**config.mk**
```make
export PLATFORM = sky130hd
export DESIGN_NAME = spi_master_apb_fifo_if
export DESIGN_NICKNAME = d
export VERILOG_FILES = /design/src/rtl/spi_apb_pkg.sv /design/src/rtl/spi_apb_fifo.sv /design/src/rtl/spi_master_apb_fifo_if.sv
export SDC_FILE = /design/constraint.sdc
export NUM_CORES = 1
export LEC_CHECK = 0
export ABC_CLOCK_PERIOD_IN_PS = 4250
export CAP_MARGIN = 0
export CORE_ASPECT_RATIO = 2
export CORE_MARGIN = 3
export CORE_UTILIZATION = 55
export CTS_CLUSTER_SIZE = 10
export DETAILED_ROUTE_END_ITERATION = 16
export PLACE_DENSITY = 0.86
export SLEW_MARGIN = 25
export SYNTH_ARGS = -nofsm -noshare
export SYNTH_HDL_FRONTEND = slang
export SYNTH_HIERARCHICAL = 1
export SYNTH_SLANG_ARGS = --single-unit
```
**constraint.sdc**
```tcl
create_clock -name HCLK -period 4.25 [get_ports HCLK]
set_input_delay 0.425 -clock HCLK [delete_from_list [all_inputs] [get_ports HCLK]]
set_output_delay 0.425 -clock HCLK [all_outputs]
set_load 0.005 [all_outputs]
```
**src/rtl/spi_apb_pkg.sv**
```systemverilog
// ============================================================================
// Module   : spi_apb_pkg
// Brief    : Register word offsets, INTSTA bit indices and STATUS command bit
//            positions shared by the SPI master APB front-end.
// Revision : 1.0 - initial release
// ============================================================================
`default_nettype none

package spi_apb_pkg;

  localparam logic [3:0] c_REG_STATUS = 4'h0;
  localparam logic [3:0] c_REG_CLKDIV = 4'h1;
  localparam logic [3:0] c_REG_SPICMD = 4'h2;
  localparam logic [3:0] c_REG_SPIADR = 4'h3;
  localparam logic [3:0] c_REG_SPILEN = 4'h4;
  localparam logic [3:0] c_REG_SPIDUM = 4'h5;
  localparam logic [3:0] c_REG_TXFIFO = 4'h6;
  localparam logic [3:0] c_REG_RXFIFO = 4'h8;
  localparam logic [3:0] c_REG_INTCFG = 4'h9;
  localparam logic [3:0] c_REG_INTSTA = 4'hA;

  localparam int c_INT_TXTH   = 0;
  localparam int c_INT_RXTH   = 1;
  localparam int c_INT_DONE   = 2;
  localparam int c_INT_TXOVF  = 3;
  localparam int c_INT_RXUNF  = 4;
  localparam int c_INT_CMDREJ = 5;

  localparam int c_CMD_RD     = 0;
  localparam int c_CMD_WR     = 1;
  localparam int c_CMD_QRD    = 2;
  localparam int c_CMD_QWR    = 3;
  localparam int c_CMD_SWRST  = 4;
  localparam int c_CMD_CS_LSB = 8;

endpackage

`default_nettype wire

```
**src/rtl/spi_apb_fifo.sv**
```systemverilog
// ============================================================================
// Module   : spi_apb_fifo
// Brief    : Synchronous FIFO with flush; push/pop silently ignored when
//            full/empty. DEPTH must be a power of two.
// Revision : 1.0 - initial release
// ============================================================================
`default_nettype none

module spi_apb_fifo #(
  parameter int WIDTH     = 32,
  parameter int DEPTH     = 8,
  parameter int LOG_DEPTH = $clog2(DEPTH)
) (
  input  logic                 HCLK,
  input  logic                 HRESETn,
  input  logic                 flush,
  input  logic                 push,
  input  logic                 pop,
  input  logic [WIDTH-1:0]     wdata,
  output logic [WIDTH-1:0]     rdata,
  output logic [LOG_DEPTH:0]   count
);

  localparam logic [LOG_DEPTH:0] c_DEPTH = (LOG_DEPTH+1)'(DEPTH);

  logic [WIDTH-1:0]     r_mem [DEPTH];
  logic [LOG_DEPTH-1:0] r_wptr;
  logic [LOG_DEPTH-1:0] r_rptr;
  logic [LOG_DEPTH:0]   r_count;
  logic                 w_push_ok;
  logic                 w_pop_ok;

  // A full FIFO refuses a push even when a pop frees a slot in the same cycle.
  assign w_push_ok = push & ~flush & (r_count < c_DEPTH);
  assign w_pop_ok  = pop  & ~flush & (r_count != '0);
  assign rdata     = r_mem[r_rptr];
  assign count     = r_count;

  always_ff @(posedge HCLK) begin
    if (w_push_ok) r_mem[r_wptr] <= wdata;
  end

  always_ff @(posedge HCLK or negedge HRESETn) begin
    if (!HRESETn) begin
      r_wptr  <= '0;
      r_rptr  <= '0;
      r_count <= '0;
    end else if (flush) begin
      r_wptr  <= '0;
      r_rptr  <= '0;
      r_count <= '0;
    end else begin
      if (w_push_ok) r_wptr <= r_wptr + LOG_DEPTH'(1);
      if (w_pop_ok)  r_rptr <= r_rptr + LOG_DEPTH'(1);
      case ({w_push_ok, w_pop_ok})
        2'b10:   r_count <= r_count + (LOG_DEPTH+1)'(1);
        2'b01:   r_count <= r_count - (LOG_DEPTH+1)'(1);
        default: r_count <= r_count;
      endcase
    end
  end

endmodule

`default_nettype wire

```
**src/rtl/spi_master_apb_fifo_if.sv**
```systemverilog
// ============================================================================
// Module   : spi_master_apb_fifo_if
// Brief    : APB register front-end for the SPI master with TX/RX FIFOs and
//            W1C interrupt status. Define SPI_APB_WAITSTATE_EN to stall APB on
//            full-TX writes / empty-RX reads instead of flagging errors.
// Revision : 1.0 - initial release
// ============================================================================
`default_nettype none

module spi_master_apb_fifo_if
  import spi_apb_pkg::*;
#(
  parameter int BUFFER_DEPTH     = 8,
  parameter int APB_ADDR_WIDTH   = 12,
  parameter int NUM_CS           = 4,
  parameter int LOG_BUFFER_DEPTH = $clog2(BUFFER_DEPTH)
) (
  input  logic                        HCLK,
  input  logic                        HRESETn,
  input  logic [APB_ADDR_WIDTH-1:0]   PADDR,
  input  logic [31:0]                 PWDATA,
  input  logic                        PWRITE,
  input  logic                        PSEL,
  input  logic                        PENABLE,
  output logic [31:0]                 PRDATA,
  output logic                        PREADY,
  output logic                        PSLVERR,
  output logic [15:0]                 spi_clk_div,
  output logic                        spi_clk_div_valid,
  output logic                        spi_cpol,
  output logic                        spi_cpha,
  output logic [31:0]                 spi_cmd,
  output logic [31:0]                 spi_addr,
  output logic [5:0]                  spi_cmd_len,
  output logic [5:0]                  spi_addr_len,
  output logic [15:0]                 spi_data_len,
  output logic [15:0]                 spi_dummy_rd,
  output logic [15:0]                 spi_dummy_wr,
  output logic [NUM_CS-1:0]           spi_csreg,
  output logic                        spi_rd,
  output logic                        spi_wr,
  output logic                        spi_qrd,
  output logic                        spi_qwr,
  output logic                        spi_swrst,
  input  logic                        spi_busy,
  output logic [31:0]                 spi_data_tx,
  output logic                        spi_data_tx_valid,
  input  logic                        spi_data_tx_ready,
  input  logic [31:0]                 spi_data_rx,
  input  logic                        spi_data_rx_valid,
  output logic                        spi_data_rx_ready,
  output logic [LOG_BUFFER_DEPTH:0]   spi_int_th_tx,
  output logic [LOG_BUFFER_DEPTH:0]   spi_int_th_rx,
  output logic                        spi_int_en,
  output logic                        spi_event
);

  localparam int                      L       = LOG_BUFFER_DEPTH;
  localparam logic [L:0]              c_DEPTH = (L+1)'(BUFFER_DEPTH);

  logic [3:0]  w_idx;
  logic        w_unmapped, w_bad, w_access, w_wr, w_rd;
  logic        w_is_tx, w_is_rx, w_is_status, w_flush;
  logic        w_tx_ovf, w_rx_unf;
  logic [L:0]  w_tx_count, w_rx_count;
  logic [31:0] w_rx_head, w_intcfg;
  logic [1:0]  w_live;
  logic [5:2]  w_set, w_clr;
  logic [5:2]  r_sticky;
  logic        r_busy_q;
  logic        w_unused;

  assign w_idx       = PADDR[5:2];
  assign w_unused    = ^{PADDR[APB_ADDR_WIDTH-1:6], PADDR[1:0]};
  assign w_is_tx     = (w_idx == c_REG_TXFIFO);
  assign w_is_rx     = (w_idx == c_REG_RXFIFO);
  assign w_is_status = (w_idx == c_REG_STATUS);

  always_comb begin
    w_unmapped = 1'b0;
    case (w_idx)
      4'h7, 4'hB, 4'hC, 4'hD, 4'hE, 4'hF: w_unmapped = 1'b1;
      default:                             w_unmapped = 1'b0;
    endcase
  end

`ifdef SPI_APB_WAITSTATE_EN
  assign PREADY   = ~(PSEL & PENABLE &
                      (( PWRITE & w_is_tx & (w_tx_count == c_DEPTH)) |
                       (~PWRITE & w_is_rx & (w_rx_count == '0))));
  assign w_tx_ovf = 1'b0;
  assign w_rx_unf = 1'b0;
`else
  assign PREADY   = 1'b1;
  assign w_tx_ovf = w_wr & w_is_tx & (w_tx_count == c_DEPTH);
  assign w_rx_unf = w_rd & w_is_rx & (w_rx_count == '0);
`endif

  assign w_access = PSEL & PENABLE & PREADY;
  assign w_bad    = w_unmapped | (PWRITE & w_is_rx);
  assign PSLVERR  = w_access & w_bad;
  assign w_wr     = w_access & ~w_bad &  PWRITE;
  assign w_rd     = w_access & ~w_bad & ~PWRITE;
  assign w_flush  = w_wr & w_is_status & PWDATA[c_CMD_SWRST];

  spi_apb_fifo #(.WIDTH(32), .DEPTH(BUFFER_DEPTH), .LOG_DEPTH(L)) u_tx_fifo (
    .HCLK    (HCLK),
    .HRESETn (HRESETn),
    .flush   (w_flush),
    .push    (w_wr & w_is_tx),
    .pop     (spi_data_tx_ready),
    .wdata   (PWDATA),
    .rdata   (spi_data_tx),
    .count   (w_tx_count)
  );

  spi_apb_fifo #(.WIDTH(32), .DEPTH(BUFFER_DEPTH), .LOG_DEPTH(L)) u_rx_fifo (
    .HCLK    (HCLK),
    .HRESETn (HRESETn),
    .flush   (w_flush),
    .push    (spi_data_rx_valid),
    .pop     (w_rd & w_is_rx),
    .wdata   (spi_data_rx),
    .rdata   (w_rx_head),
    .count   (w_rx_count)
  );

  assign spi_data_tx_valid = (w_tx_count != '0);
  assign spi_data_rx_ready = (w_rx_count < c_DEPTH);

  assign w_live[c_INT_TXTH] = (w_tx_count <= spi_int_th_tx);
  assign w_live[c_INT_RXTH] = (w_rx_count >= spi_int_th_rx) && (w_rx_count != '0);

  always_comb begin
    w_set               = '0;
    w_set[c_INT_DONE]   = r_busy_q & ~spi_busy;
    w_set[c_INT_TXOVF]  = w_tx_ovf;
    w_set[c_INT_RXUNF]  = w_rx_unf;
    w_set[c_INT_CMDREJ] = w_wr & w_is_status & spi_busy;
    w_clr               = (w_wr && w_idx == c_REG_INTSTA) ? PWDATA[5:2] : 4'b0;
  end

  always_comb begin
    w_intcfg               = '0;
    w_intcfg[L:0]          = spi_int_th_tx;
    w_intcfg[8 +: L+1]     = spi_int_th_rx;
    w_intcfg[31]           = spi_int_en;
    PRDATA                 = '0;
    case (w_idx)
      c_REG_STATUS: PRDATA = {8'(w_rx_count), 8'(w_tx_count), 15'b0, spi_busy};
      c_REG_CLKDIV: PRDATA = {14'b0, spi_cpol, spi_cpha, spi_clk_div};
      c_REG_SPICMD: PRDATA = spi_cmd;
      c_REG_SPIADR: PRDATA = spi_addr;
      c_REG_SPILEN: PRDATA = {spi_data_len, 2'b0, spi_addr_len, 2'b0, spi_cmd_len};
      c_REG_SPIDUM: PRDATA = {spi_dummy_wr, spi_dummy_rd};
      c_REG_RXFIFO: PRDATA = (w_rx_count != '0) ? w_rx_head : 32'b0;
      c_REG_INTCFG: PRDATA = w_intcfg;
      c_REG_INTSTA: PRDATA = {26'b0, r_sticky, w_live};
      default:      PRDATA = '0;
    endcase
  end

  always_ff @(posedge HCLK or negedge HRESETn) begin
    if (!HRESETn) begin
      spi_clk_div       <= '0;
      spi_clk_div_valid <= 1'b0;
      spi_cpol          <= 1'b0;
      spi_cpha          <= 1'b0;
      spi_cmd           <= '0;
      spi_addr          <= '0;
      spi_cmd_len       <= '0;
      spi_addr_len      <= '0;
      spi_data_len      <= '0;
      spi_dummy_rd      <= '0;
      spi_dummy_wr      <= '0;
      spi_csreg         <= '0;
      spi_rd            <= 1'b0;
      spi_wr            <= 1'b0;
      spi_qrd           <= 1'b0;
      spi_qwr           <= 1'b0;
      spi_swrst         <= 1'b0;
      spi_int_th_tx     <= '0;
      spi_int_th_rx     <= '0;
      spi_int_en        <= 1'b0;
      spi_event         <= 1'b0;
      r_sticky          <= '0;
      r_busy_q          <= 1'b0;
    end else begin
      spi_clk_div_valid <= 1'b0;
      spi_rd            <= 1'b0;
      spi_wr            <= 1'b0;
      spi_qrd           <= 1'b0;
      spi_qwr           <= 1'b0;
      spi_swrst         <= 1'b0;
      r_busy_q          <= spi_busy;
      // Set wins over a same-cycle W1C.
      r_sticky          <= (r_sticky & ~w_clr) | w_set;
      spi_event         <= spi_int_en & (|{r_sticky, w_live});
      if (w_wr) begin
        case (w_idx)
          c_REG_STATUS: begin
            spi_swrst <= PWDATA[c_CMD_SWRST];
            if (!spi_busy) begin
              spi_rd    <= PWDATA[c_CMD_RD];
              spi_wr    <= PWDATA[c_CMD_WR];
              spi_qrd   <= PWDATA[c_CMD_QRD];
              spi_qwr   <= PWDATA[c_CMD_QWR];
              spi_csreg <= PWDATA[c_CMD_CS_LSB +: NUM_CS];
            end
          end
          c_REG_CLKDIV: begin
            spi_clk_div       <= PWDATA[15:0];
            spi_cpha          <= PWDATA[16];
            spi_cpol          <= PWDATA[17];
            spi_clk_div_valid <= 1'b1;
          end
          c_REG_SPICMD: spi_cmd <= PWDATA;
          c_REG_SPIADR: spi_addr <= PWDATA;
          c_REG_SPILEN: begin
            spi_cmd_len  <= PWDATA[5:0];
            spi_addr_len <= PWDATA[13:8];
            spi_data_len <= PWDATA[31:16];
          end
          c_REG_SPIDUM: begin
            spi_dummy_rd <= PWDATA[15:0];
            spi_dummy_wr <= PWDATA[31:16];
          end
          c_REG_INTCFG: begin
            spi_int_th_tx <= PWDATA[L:0];
            spi_int_th_rx <= PWDATA[8 +: L+1];
            spi_int_en    <= PWDATA[31];
          end
          default: ;
        endcase
      end
    end
  end

endmodule

`default_nettype wire

```
==> results by group <==
Floorplanning
  • Top-level I/O count: between 300 and 400
  • Num rows: 117
  • Die ar.: roughly 55000 um2
  • Die height: 328 um
  • Core ar.: roughly 51000 um2
  • Die Wd: 167 um
  • Initial Util: a little under three fifths

Status
  • Outcome: finished clean

Yosys
  • Cell Area, Synth: 28500 um2
  • Yosys top cell area share: 53.9%
  • Synth Register Bits: between 600 and 700
  • Post-synth top cells: edfxtp_1 (512), mux2_2 (209), dfrtp_1 (187)
  • Synth area leaders: edfxtp_1 (54%), dfrtp_1 (16%), mux2_2 (8.3%), mux4_2 (8.1%), mux4_1 (2.3%)
  • Distinct cells, synth: 70
  • Most common cell in the netlist: edfxtp_1
  • Area leader, netlist: edfxtp_1
  • Post-synth EDFFs: 512
  • Sequential area share after synthesis: 70.3%
  • Synth warn: 6
  • Fraction of registers with async set or reset after synthesis: 26.8%
  • Mapped Cells: 1490
  • Average size of a mapped cell: roughly 19 um2
  • Syn_nets: approximately 1.6k
  • Predominant post-synthesis flop cell: edfxtp_1

STA
  • Slew @ Worst Pin: 0.953 ns
  • Fmax: 256 MHz
  • Tcrit/Tclk final: roughly 92%
  • Max_slew headroom: 36.5%
  • Min Tclk post-route: about 4 ns
  • Final Hold Viols: 0
  • Max-slew violation count: 0
  • Setup violations, final: 0
  • Fin Setup TNS: 0 ns
  • Worst setup margin: 0.348 ns
  • Worst clock skew: 0.0239 ns
  • Unrepaired setup endpoints after global routing: false

Pwr
  • Internal power: between 10000 and 15000 uW
  • PD cells: about 510 nW/um2
  • Flop pwr share: 45.8%
  • Worst VDD drop: 0.000487 V
  • Pwr Total: roughly 18000 uW
  • Leakage: 0.0125 uW
  • Clock share of power: 34.3%
  • Part of the power in combinational logic: 19.9%
  • Sw frac: 26.0%
  • Net Sw Power: 4690 uW

Drt
  • Vias: 16.6k
  • DR vias/cell: 6.44
  • Antenna viol nets, final: 0
  • Wirelength per Cell: 29.5 um
  • Final WL: 76000 um
  • Initial DRT Pass Iterations: 9
  • Initial drt markers: roughly 1.6k
  • Remaining DRCs: 0

Clock network
  • TritonCTS clock tree: done
  • CTS H-tree depth: 3
  • Worst-skew pair later-pin latency: between 0.6 and 0.7 ns
  • Clock tree buffer depth: 3
  • Clock-pin slew on the worst setup and hold paths: 0.05 ns
  • Clk root buf: clkbuf_16
  • Clock sinks: 699
  • CTS buffer count: 79

Worst setup path
  • Critical Path End Type: output port
  • Critical path type: register to output port
  • Arr. time, crit path: 3.48 ns
  • Crit start category: register
  • Critical path fanouts, max: 13
  • WP data required: 3.83 ns

Global route
  • Vias in the first global route: 17.8k
  • Congestion Overflow GR: 0
  • GRT Total Usage: 27.6%
  • Initial antenna violation count: 6
  • First-pass GRT wire length: 112000 um
  • Pin count of the biggest net entering global routing: 119

Layout
  • # nets final: 1956
  • Area delta synth->final: 23.0%
  • Layout cells sized above 1: 26.9%
  • Final Util: approximately 69%

Placement
  • DPL Wire Length: 48500 um
  • Dpl ws: 0.646 ns
  • PortBufs: 304
  • Routability Congestion: 0.853

Worst hold path
  • Worst Hold Class: input pin to asynchronous set/reset pin

Job
  • Number of max-cap violations: 0
## worst max-delay path, stage by stage, from the launching register on
cell and delay, ns:
dfrtp_4 0.64, buf_4 0.36, mux4_2 0.54, mux2_2 0.34, a222oi_1 0.40, nand2_1 0.11, clkdlybuf4s50_1 0.46
## path summary, 6_finish.rpt
check	start	to	slack [ns]	cells after the start
setup / recovery	u_rx_fifo/r_rptr[0]	PRDATA[13]	0.35	6
hold / removal	HRESETn	spi_cmd[8]	0.45	2
setup reg to reg	u_rx_fifo/count[1]	u_rx_fifo/count[3]	1.60	7
hold reg to reg	r_busy_q	r_sticky[2]	0.49	2
max in group asynchronous	HRESETn	spi_cmd[30]	2.59	3
min in group HCLK	spi_busy	r_busy_q	0.46	1
## metal layers
layer  global-route usage [%]  wire length (um)  share of wire [%]  vias up
met1                     31.1             24700                 32     8528
li1                         -                 -                  -     6774
met2                     47.3             39300                 52     1026
met4                     17.6              5310                7.0        0
met3                     6.36              6680                8.8      286
met5                        0                 0                  0        -
## power groups by stage
stage	clock network, uW	logic (uW)	registers, uW
2_1_floorplan	0	2310	7990
3_3_place_gp	0	3450	8390
3_5_place_dp	0	3540	8420
4_1_cts	6280	3600	8290
5_1_grt	6550	3850	8320
6_report	6190	3600	8280
## layout by cell type, fill, tap and decap left out, types with 6 or more instances in the layout
master and instances:
edfxtp_1 512, clkdlybuf4s50_1 303, mux2_2 209, dfrtp_1 181
mux4_2 103, clkbuf_16 81, clkbuf_1 60, buf_4 51
nand2_1 46, a22oi_1 39, nor2_1 27, a222oi_1 27
mux4_1 25, nand3_1 24, inv_1 21, ha_1 16
nor2_4 13, buf_12 12, nor3_4 10, a21oi_1 9
mux2i_1 9, nor3_1 9, mux2_1 8, nand2b_1 7
xor2_1 7, nor2b_1 6
## area by class of cell
cell class / instances / area [um2]
multi-input cells: 682 / 8050
clock inverters: 5 / 87.6
inverters: 25 / 93.8
well taps: 654 / 818
clock buffers: 141 / 2250
repair buffers: 369 / 3710
diodes: 5 / 12.5
fillers: 3044 / 16000
flip-flops and latches: 699 / 20100
## logic make-up (layout without fill, tap and decap cells)
group	after synthesis	count (layout)	share of synthesized area (%)
other cells	1	6	0.0131
compound gates	118	118	3.49
fa+ha+maj	16	16	0.702
xor+xnor	12	12	0.369
mux	354	354	19.3
flops	699	699	70.3
buf+inv	109	540	2.08
simple gates	181	181	3.70
## through the flow
step | std cells | hold WS, ns | instance area (um2)
2_1_floorplan | 1490 | 0.129 | 28500
3_3_place_gp | 2427 | 0.483 | 32700
3_5_place_dp | 2427 | 0.499 | 32700
4_1_cts | 2574 | 0.427 | 35000
5_1_grt | 2580 | 0.440 | 35100
6_report | 2580 | 0.448 | 35100
## repair_timing
action,CTS,global route
hold buffers,1,0
setup endpoints to repair,0,1
endpoints found under the hold margin,29,0
gates resized for setup,0,0
buffers inserted,0,1
## state kept, by name, summed over array words and instances (netlist names), 3 cells and up
signal            flops
spi_dummy_wr         16
spi_int_th_rx         4
u_rx_fifo/count       4
spi_addr             32
spi_csreg             4
u_tx_fifo/r_rptr      3
u_rx_fifo/r_mem     256
spi_int_th_tx         4
u_rx_fifo/r_rptr      3
u_tx_fifo/count       4
spi_addr_len          6
u_tx_fifo/r_mem     256
r_sticky              4
spi_dummy_rd         16
u_rx_fifo/r_wptr      3
spi_data_len         16
spi_clk_div          16
u_tx_fifo/r_wptr      3
spi_cmd_len           6
spi_cmd              32
Note: power is estimated with default switching activity, not from simulation.
